## config.mk

```make
export PLATFORM = sky130hd
export DESIGN_NAME = vga_frame_reader
export DESIGN_NICKNAME = d
export VERILOG_FILES = /design/src/rtl/vga_pkg.sv /design/src/rtl/vga_timing.sv /design/src/rtl/vga_frame_reader.sv
export SDC_FILE = /design/constraint.sdc
export NUM_CORES = 1
export LEC_CHECK = 0
export ABC_AREA = 1
export BUFFER_PORTS_ARGS = -buffer_cell sky130_fd_sc_hd__buf_2
export CELL_PAD_IN_SITES_DETAIL_PLACEMENT = 0
export CELL_PAD_IN_SITES_GLOBAL_PLACEMENT = 1
export CORE_MARGIN = 3
export CORE_UTILIZATION = 41
export DETAILED_ROUTE_END_ITERATION = 10
export GPL_TIMING_DRIVEN = 1
export HOLD_SLACK_MARGIN = 0.1
export PLACE_DENSITY_LB_ADDON = 0.1
export SYNTH_ARGS = -nofsm -noshare
export SYNTH_HDL_FRONTEND = slang
export SYNTH_SLANG_ARGS = --single-unit
```

## constraint.sdc

```tcl
create_clock -name clk -period 1.9 [get_ports clk]
set_input_delay 0.095 -clock clk [delete_from_list [all_inputs] [get_ports clk]]
set_output_delay 0.095 -clock clk [all_outputs]
set_load 0.005 [all_outputs]
```

## src/rtl/vga_pkg.sv

```systemverilog
// vga_pkg: shared definitions for the VGA frame-buffer reader.
//   - default 640x480@60 Hz timing constants
//   - counter widths for the horizontal and vertical position counters
//   - vga_tag_t: per-pixel tag bits carried through the read pipeline
//   - in_range(): inclusive range test used by the timing decode
package vga_pkg;

  localparam int VGA_H_ACTIVE = 640;
  localparam int VGA_H_FP     = 16;
  localparam int VGA_H_SYNC   = 96;
  localparam int VGA_H_BP     = 48;
  localparam int VGA_V_ACTIVE = 480;
  localparam int VGA_V_FP     = 10;
  localparam int VGA_V_SYNC   = 2;
  localparam int VGA_V_BP     = 33;

  localparam int H_CNT_W = 10;
  localparam int V_CNT_W = 10;

  // Tag bits that travel alongside a pixel from the counters to the outputs.
  typedef struct packed {
    logic active;  // pixel lies in the visible region
    logic in_win;  // pixel lies inside the 256x256 image window
    logic hs;      // horizontal sync pulse in progress
    logic vs;      // vertical sync pulse in progress
    logic en;      // enable as sampled with this pixel
    logic sof;     // pixel (0,0)
  } vga_tag_t;

  // Inclusive range test lo <= x <= hi on counter-width values.
  function automatic logic in_range(input logic [H_CNT_W-1:0] x,
                                    input logic [H_CNT_W-1:0] lo,
                                    input logic [H_CNT_W-1:0] hi);
    return (x >= lo) && (x <= hi);
  endfunction

endpackage

```

## src/rtl/vga_timing.sv

```systemverilog
// vga_timing: stage 0 of the reader. Free-running horizontal/vertical
// position counters plus the combinational decode of the current position.
// Ports:
//   clk, reset   pixel clock, asynchronous active-low reset
//   active       position is in the visible region
//   in_win       position is inside the image window
//   hs, vs       horizontal / vertical sync pulse in progress (active high)
//   sof          position is (0,0)
//   row, col     window-relative coordinates (low 8 bits of v-Y0, h-X0)
module vga_timing
  import vga_pkg::*;
#(
  parameter int H_ACTIVE = VGA_H_ACTIVE,
  parameter int H_FP     = VGA_H_FP,
  parameter int H_SYNC   = VGA_H_SYNC,
  parameter int H_BP     = VGA_H_BP,
  parameter int V_ACTIVE = VGA_V_ACTIVE,
  parameter int V_FP     = VGA_V_FP,
  parameter int V_SYNC   = VGA_V_SYNC,
  parameter int V_BP     = VGA_V_BP,
  parameter int X0       = 192,
  parameter int Y0       = 112
) (
  input  logic       clk,
  input  logic       reset,
  output logic       active,
  output logic       in_win,
  output logic       hs,
  output logic       vs,
  output logic       sof,
  output logic [7:0] row,
  output logic [7:0] col
);

  localparam logic [H_CNT_W-1:0] H_ZERO   = H_CNT_W'(0);
  localparam logic [H_CNT_W-1:0] H_ONE    = H_CNT_W'(1);
  localparam logic [H_CNT_W-1:0] H_LAST   = H_CNT_W'(H_ACTIVE + H_FP + H_SYNC + H_BP - 1);
  localparam logic [H_CNT_W-1:0] H_END    = H_CNT_W'(H_ACTIVE);
  localparam logic [H_CNT_W-1:0] HS_FIRST = H_CNT_W'(H_ACTIVE + H_FP);
  localparam logic [H_CNT_W-1:0] HS_LAST  = H_CNT_W'(H_ACTIVE + H_FP + H_SYNC - 1);
  localparam logic [H_CNT_W-1:0] X_FIRST  = H_CNT_W'(X0);
  localparam logic [H_CNT_W-1:0] X_LAST   = H_CNT_W'(X0 + 255);

  localparam logic [V_CNT_W-1:0] V_ZERO   = V_CNT_W'(0);
  localparam logic [V_CNT_W-1:0] V_ONE    = V_CNT_W'(1);
  localparam logic [V_CNT_W-1:0] V_LAST   = V_CNT_W'(V_ACTIVE + V_FP + V_SYNC + V_BP - 1);
  localparam logic [V_CNT_W-1:0] V_END    = V_CNT_W'(V_ACTIVE);
  localparam logic [V_CNT_W-1:0] VS_FIRST = V_CNT_W'(V_ACTIVE + V_FP);
  localparam logic [V_CNT_W-1:0] VS_LAST  = V_CNT_W'(V_ACTIVE + V_FP + V_SYNC - 1);
  localparam logic [V_CNT_W-1:0] Y_FIRST  = V_CNT_W'(Y0);
  localparam logic [V_CNT_W-1:0] Y_LAST   = V_CNT_W'(Y0 + 255);

  logic [H_CNT_W-1:0] h_r;
  logic [V_CNT_W-1:0] v_r;

  // Position counters: h wraps every line, v advances on each h wrap.
  always_ff @(posedge clk or negedge reset) begin
    if (!reset) begin
      h_r <= H_ZERO;
      v_r <= V_ZERO;
    end else if (h_r == H_LAST) begin
      h_r <= H_ZERO;
      if (v_r == V_LAST) begin
        v_r <= V_ZERO;
      end else begin
        v_r <= v_r + V_ONE;
      end
    end else begin
      h_r <= h_r + H_ONE;
      v_r <= v_r;
    end
  end

  assign active = (h_r < H_END) && (v_r < V_END);
  assign in_win = in_range(h_r, X_FIRST, X_LAST) && in_range(v_r, Y_FIRST, Y_LAST);
  assign hs     = in_range(h_r, HS_FIRST, HS_LAST);
  assign vs     = in_range(v_r, VS_FIRST, VS_LAST);
  assign sof    = (h_r == H_ZERO) && (v_r == V_ZERO);
  // Truncation to 8 bits is the frame-buffer coordinate inside the window.
  assign row    = 8'(v_r - Y_FIRST);
  assign col    = 8'(h_r - X_FIRST);

endmodule

```

## src/rtl/vga_frame_reader.sv

```systemverilog
// vga_frame_reader: reads a 256x256 8-bit grayscale frame buffer and drives
// a 640x480@60 Hz VGA DAC. Three-clock pipeline: counters -> address/tags ->
// tags (memory access) -> registered pixel, syncs and blanking.
// Ports:
//   clk, reset     pixel clock, asynchronous active-low reset
//   enable         1 = show image, 0 = black (timing keeps running)
//   mem_addr       frame-buffer read address {row, col}
//   mem_data       read data, valid one clk after mem_addr
//   red/green/blue grayscale pixel replicated on all three channels
//   hsync, vsync   active-low syncs
//   blank_n        high during the visible region
//   sync_n         constant 0
//   frame_start    one-clk pulse with the output of pixel (0,0)
module vga_frame_reader
  import vga_pkg::*;
#(
  parameter int         H_ACTIVE = VGA_H_ACTIVE,
  parameter int         H_FP     = VGA_H_FP,
  parameter int         H_SYNC   = VGA_H_SYNC,
  parameter int         H_BP     = VGA_H_BP,
  parameter int         V_ACTIVE = VGA_V_ACTIVE,
  parameter int         V_FP     = VGA_V_FP,
  parameter int         V_SYNC   = VGA_V_SYNC,
  parameter int         V_BP     = VGA_V_BP,
  parameter int         X0       = 192,
  parameter int         Y0       = 112,
  parameter logic [7:0] BORDER   = 8'h00
) (
  input  logic        clk,
  input  logic        reset,
  input  logic        enable,
  output logic [15:0] mem_addr,
  input  logic [7:0]  mem_data,
  output logic [7:0]  red,
  output logic [7:0]  green,
  output logic [7:0]  blue,
  output logic        hsync,
  output logic        vsync,
  output logic        blank_n,
  output logic        sync_n,
  output logic        frame_start
);

  logic       active_s;
  logic       in_win_s;
  logic       hs_s;
  logic       vs_s;
  logic       sof_s;
  logic [7:0] row_s;
  logic [7:0] col_s;

  vga_tag_t   tag0_s;
  vga_tag_t   tag1_r;
  vga_tag_t   tag2_r;
  logic [15:0] addr_r;
  logic [7:0]  pix_s;
  logic [7:0]  pix_r;
  logic        hsync_r;
  logic        vsync_r;
  logic        blank_r;
  logic        fs_r;

  vga_timing #(
    .H_ACTIVE (H_ACTIVE),
    .H_FP     (H_FP),
    .H_SYNC   (H_SYNC),
    .H_BP     (H_BP),
    .V_ACTIVE (V_ACTIVE),
    .V_FP     (V_FP),
    .V_SYNC   (V_SYNC),
    .V_BP     (V_BP),
    .X0       (X0),
    .Y0       (Y0)
  ) u_timing (
    .clk    (clk),
    .reset  (reset),
    .active (active_s),
    .in_win (in_win_s),
    .hs     (hs_s),
    .vs     (vs_s),
    .sof    (sof_s),
    .row    (row_s),
    .col    (col_s)
  );

  // Stage-0 tag: enable is captured here so a change only affects new pixels.
  always_comb begin
    tag0_s        = '0;
    tag0_s.active = active_s;
    tag0_s.in_win = in_win_s;
    tag0_s.hs     = hs_s;
    tag0_s.vs     = vs_s;
    tag0_s.en     = enable;
    tag0_s.sof    = sof_s;
  end

  // Stage 1: issue the read address; it holds outside the window or when disabled.
  always_ff @(posedge clk or negedge reset) begin
    if (!reset) begin
      tag1_r <= '0;
      addr_r <= 16'h0000;
    end else begin
      tag1_r <= tag0_s;
      if (in_win_s && enable) begin
        addr_r <= {row_s, col_s};
      end else begin
        addr_r <= addr_r;
      end
    end
  end

  // Stage 2: tags wait here while the memory returns the pixel.
  always_ff @(posedge clk or negedge reset) begin
    if (!reset) begin
      tag2_r <= '0;
    end else begin
      tag2_r <= tag1_r;
    end
  end

  // Pixel select: blanking overrides disable, which overrides window/border.
  always_comb begin
    pix_s = 8'h00;
    if (!tag2_r.active) begin
      pix_s = 8'h00;
    end else if (!tag2_r.en) begin
      pix_s = 8'h00;
    end else if (tag2_r.in_win) begin
      pix_s = mem_data;
    end else begin
      pix_s = BORDER;
    end
  end

  // Stage 3: output registers, all aligned to the same pixel.
  always_ff @(posedge clk or negedge reset) begin
    if (!reset) begin
      pix_r   <= 8'h00;
      hsync_r <= 1'b1;
      vsync_r <= 1'b1;
      blank_r <= 1'b0;
      fs_r    <= 1'b0;
    end else begin
      pix_r   <= pix_s;
      hsync_r <= ~tag2_r.hs;
      vsync_r <= ~tag2_r.vs;
      blank_r <= tag2_r.active;
      fs_r    <= tag2_r.sof;
    end
  end

  assign mem_addr    = addr_r;
  assign red         = pix_r;
  assign green       = pix_r;
  assign blue        = pix_r;
  assign hsync       = hsync_r;
  assign vsync       = vsync_r;
  assign blank_n     = blank_r;
  assign sync_n      = 1'b0;
  assign frame_start = fs_r;

endmodule
```

# Word level (Yosys, flattened, before mapping)
# Cells that the tools add are included.
[word_totals]
reg_bits = 60
out_inout_bits = 45
wordCells = 53
[op_classes]
add_sub_neg = 4
n_lt_le_gt_ge = 10
n_eq_ne = 2
n_mux = 5
bitwise = 2
reduce_logical = 10
[op_table]
columns = ["cell", "count"]
rows = [
  ["$le A10 B9 Y1 const B", 3],
  ["$mux W8", 3],
  ["$add A10 B1 Y10 const B", 2],
  ["$eq A10 B10 Y1 const B", 2],
  ["$logic_not A10 Y1", 2],
  ["$mux W10", 2],
  ["$ge A10 B10 Y1 const B", 1],
  ["$ge A10 B7 Y1 const B", 1],
  ["$ge A10 B8 Y1 const B", 1],
  ["$ge A10 B9 Y1 const B", 1],
  ["$le A10 B10 Y1 const B", 1],
  ["$lt A10 B10 Y1 const B", 1],
  ["$lt A10 B9 Y1 const B", 1],
  ["$logic_and A1 B1 Y1", 8],
  ["$sub A8 B7 Y8 const B", 1],
  ["$sub A8 B8 Y8 const B", 1],
  ["$not A1 Y1", 2],
]

# Logic depth before layout (Yosys ltp)
[depth]
depth_word = 4
mapped_depth = 12
ltp_nobuf = 11

# Modules after synthesis
# Synthesis repeated with hierarchy kept, for this count alone.
[hier_totals]
cells_unflattened = 356
hier_area_um2 = 3089.2
[by_module_without_submodules]
columns = ["mod", "instances", "cells_per_inst", "area_each_um2", "seq_area_each_um2"]
rows = [
  ["vga_timing", 1, 225, 1591.5, 500.5],
  ["vga_frame_reader", 1, 131, 1497.7, 1003.5],
]

# Least setup slack after synthesis
# OpenSTA, ideal clock, no wires.
[synth_timing]
path_type = "register to register"
start = "register u_timing.h_r[0]"
end = "register addr_r[12], in the netlist mem_addr[12]"
setup_time_ns = 0.117
arrival_ns = 1.461
required_ns = 1.783
path_slack_ns = 0.322
stages_incl_launch_ff = 10
n_path_buf = 1
path_cell_list = "dfrtp_1 ha_1 nand3_4 nor2_4 nand2_2 a21oi_1 nand3_2 buf_6 nand2_1 nand2_1"
[synth_between]
elab_chain_len = 4
elab_cells_between_ends = 5
[synth_rtl]
columns = ["item", "line", "source"]
rows = [
  ["start, declared", "vga_timing.sv:53", "logic [H_CNT_W-1:0] h_r;"],
  ["start signal, assigned", "vga_timing.sv:69", "h_r <= h_r + H_ONE;"],
  ["$ge A10 B8 Y1 or $le A10 B9 Y1 (tied branches)", "vga_pkg.sv:34", "return (x >= lo) && (x <= hi);"],
  ["$logic_and A1 B1 Y1 (*)", "vga_pkg.sv:34", ""],
  ["$logic_and A1 B1 Y1 (*)", "vga_timing.sv:75", "assign in_win = in_range(h_r, X_FIRST, X_LAST) && in_range(v_r, Y_FIRST, Y_LAST);"],
  ["$logic_and A1 B1 Y1 (*)", "vga_frame_reader.sv:104", "if (in_win_s && enable) begin"],
  ["end signal, assigned", "vga_frame_reader.sv:105", "addr_r <= {row_s, col_s};"],
  ["end signal, assigned", "vga_frame_reader.sv:107", "addr_r <= addr_r;"],
  ["end, declared", "vga_frame_reader.sv:55", "logic [15:0] addr_r;"],
]
# Mark *: on every way between the ends. The rest lies on a longest branch, timed or not.
# A chain may end at the register's enable or synchronous reset.

# Worst setup path in the final report
[layout_timing]
start = "register u_timing.h_r[0]"
end = "register addr_r[15], in the netlist mem_addr[15]"
# Same word-level chain as after synthesis.

==> results_dict.tcl <==
set metrics [dict create \
    drt_iter0_markers 55 \
    path_clk_slew_ns 0.06 \
    required_ns 2.12 \
    p_switching_uw 532.5 \
    grt_overflow_total 0 \
    period_share 0.9085 \
    area_growth_pct 19.85 \
    cp_cell_sequence "ha_1 > nand3_4 > nor2_4 > nand2_2 > a21oi_1 > nand3_2 > buf_12 > nand2_1 > nand2_1" \
    critPathLaunchType "register" \
    grt_use_total 0.1661 \
    synth_top_area_cell "dfrtp_1" \
    rsz0062_at_grt "no" \
    root_buffer "clkbuf_8" \
    r2r_cells 9 \
    setup-violations-final 0 \
    dieHeight_um 89.45 \
    crit_slowest_cell "dfrtp_1" \
    syn_area_mm2 0.002855 \
    fin_crit_ns 1.726 \
    drtAntennaViolNets 0 \
    dp.final_hpwl_um 4402 \
    finalWirelength_um 6049 \
    yosysMostFrequentCell "nand2_1" \
    synth_ff_type "dfrtp_1" \
    row_count 29 \
    seqPwrFrac 0.540 \
    antenna_found_initial 0 \
    post_synth_inst_count 319 \
    core_area_mm2 0.006531 \
    cts.path.max_buffers 2 \
    powerDensity_mw_per_mm2 692.5 \
    hold_class "in -> reg" \
    power_frac_clock 0.433 \
    routed_via_density 4.659 \
    fin_tns_setup_ns 0 \
    post_synth_most_frequent_cells "nand2_1 (67), dfrtp_1 (58), nor2_1 (38)" \
    status "completed" \
    grt_pass1_vias 1954 \
    num_vias 2143 \
    antennaDiodeCount 0 \
    hold_depth 2 \
    cp_max_fo 16 \
    slew_viol_final 0 \
    fmax_mhz 579.3 \
    timing.slew.headroom 0.6582 \
    clk_latency_ns 0.34 \
    switching_share 0.2247 \
    hold_viol 0 \
    ios 56 \
    synth-edff-count 0 \
    die_w_um 89.45 \
    die_area_mm2 0.008001 \
    yosysSeqAreaShare 0.5267 \
    worst-path-stages 9 \
    syn_area_per_cell_um2 8.951 \
    grt_start_max_net_pins 41 \
    cts_buffers 9 \
    peakVddDrop_mv 0.3152 \
    drc_errors 0 \
    synth-seq-cells 60 \
    final_nets 401 \
    grt_pass1_wl_um 9735 \
    crit_family "simple AND/OR/NAND/NOR gates" \
    firstDrtPassIters 4 \
    p_leak_uw 0.001878 \
    cts_tree "built" \
    yosys_warnings 0 \
    criticalPathCategory "reg -> reg" \
    htreeDepth 3 \
    synthDistinctLibCells 30 \
    utilization 0.5239 \
    synth.net_count 341 \
    p_comb_frac 0.027 \
    max_cap_viol_count 0 \
    gp_congestion 0.9367 \
    skew_ns 0.01092 \
    routedWlPerCell_um 13.15 \
    drive_gt1_frac 0.2402 \
    ys_top_cells_by_area "dfrtp_1 (51%), nand2_1 (8.8%), nor2_1 (5.0%)" \
    cp_data_arrival_time_ns 1.95 \
    crit_path_end_kind "register" \
    tightest_slew_ns 0.5127 \
    ys_async_sr_fraction 1.000 \
    worst-path-buf-inv 1 \
    io_buffers 54 \
    cts_sinks 60 \
    start_util 0.4372 \
    synth_top_area_share 0.5083 \
    crit_path_max_incr_delay_ns 0.41 \
    p_int_uw 1837 \
    nFillCells 650 \
    crit_top_cell "nand2_1" \
]
==> metal layers <==
metal  GRT usage  wire [um]  share of wire
met1      0.2436       3239           0.54
met2      0.2257       2425           0.40
met3     0.04516        284          0.047
met4     0.07713         99          0.016
met5           0          0              0
==> path summary, 6_finish.rpt <==
kind | startpoint | endpoint | slack [ns]
max reg2reg | u_timing.h_r[0]$_DFF_PN0_ | mem_addr[15]$_DFFE_PN0P_ | 0.17
max in group asynchronous | reset | vsync$_DFF_PN1_ | 0.98
min in group asynchronous | reset | u_timing.h_r[1]$_DFF_PN0_ | 0.26
min | enable | tag1_r[1]$_DFF_PN0_ | 0.14
max | u_timing.h_r[0]$_DFF_PN0_ | mem_addr[15]$_DFFE_PN0P_ | 0.17
min reg2reg | tag1_r[5]$_DFF_PN0_ | tag2_r[5]$_DFF_PN0_ | 0.35
==> cells in the final DEF (no fill, tap or decap), drive strengths merged, types with 5 or more instances in the layout <==
cell / n
nor3: 7
inv: 37
ha: 11
nor2: 40
dlygate4sd3: 9
a21oi: 10
dfrtp: 58
nand2: 69
clkbuf: 11
nand4: 5
buf: 65
nand3: 30
xor2: 6
o21ai: 9
==> stage by stage <==
| step | setup WS [ns] | cell area (um^2) | std cells | hold WS, ns | power [uW] |
|---|---|---|---|---|---|
| 2_1_floorplan | 0.3223 | 2855 | 319 | -0.2006 | 1314 |
| 3_5_place_dp | 0.1466 | 3147 | 435 | 0.09443 | 1356 |
| 4_1_cts | 0.1245 | 3413 | 459 | 0.1269 | 2411 |
| 3_3_place_gp | 0.1790 | 3147 | 435 | 0.09249 | 1356 |
| 6_report | 0.1738 | 3422 | 460 | 0.1380 | 2370 |
| 5_1_grt | 0.002860 | 3422 | 460 | 0.1250 | 2478 |
==> what timing repair did <==
item / 4_1_cts / 5_1_grt
hold endpoints to repair: 28 / 0
endpoints found under the setup margin: 0 / 2
gates resized for setup: 0 / 1
setup buffers: 0 / 1
hold buffers: 9 / 0
==> power groups by stage <==
stage          combinational [uW]  clock [uW]  sequential [uW]
6_report                     63.9        1030             1280
3_5_place_dp                 52.3           0             1300
5_1_grt                      73.6        1130             1280
4_1_cts                      66.8        1060             1280
3_3_place_gp                 52.4           0             1300
2_1_floorplan                10.2           0             1300
==> state kept, by name, indices dropped and copies added, names as in the netlist, 6 cells and up <==
signal        count
blue              8
mem_addr         16
tag1_r            6
tag2_r            6
u_timing.h_r     10
u_timing.v_r     10
==> cell families (layout without fill, tap and decap cells) <==
family | count (synthesis) | count (layout) | synth area share
other | 1 | 1 | 0.001313
flip-flops | 60 | 60 | 0.5267
buffers and inverters | 63 | 127 | 0.1157
AND/OR/NAND/NOR | 155 | 155 | 0.2454
AO/OA/AOI/OAI | 22 | 22 | 0.04119
adder cells (fa/ha/maj) | 11 | 11 | 0.04820
XOR/XNOR | 7 | 7 | 0.02147
==> area by class of cell <==
cell class              instances  area [um^2]  area share
flip-flops and latches         60         1505      0.4399
multi-input cells             196         1021      0.2984
repair buffers                 74        480.5      0.1404
clock buffers                  11        151.4     0.04424
inverters                      38        142.6     0.04168
well taps                      77        96.34     0.02815
clock inverters                 4        25.02    0.007313
Power figures use the tool's default switching activity.
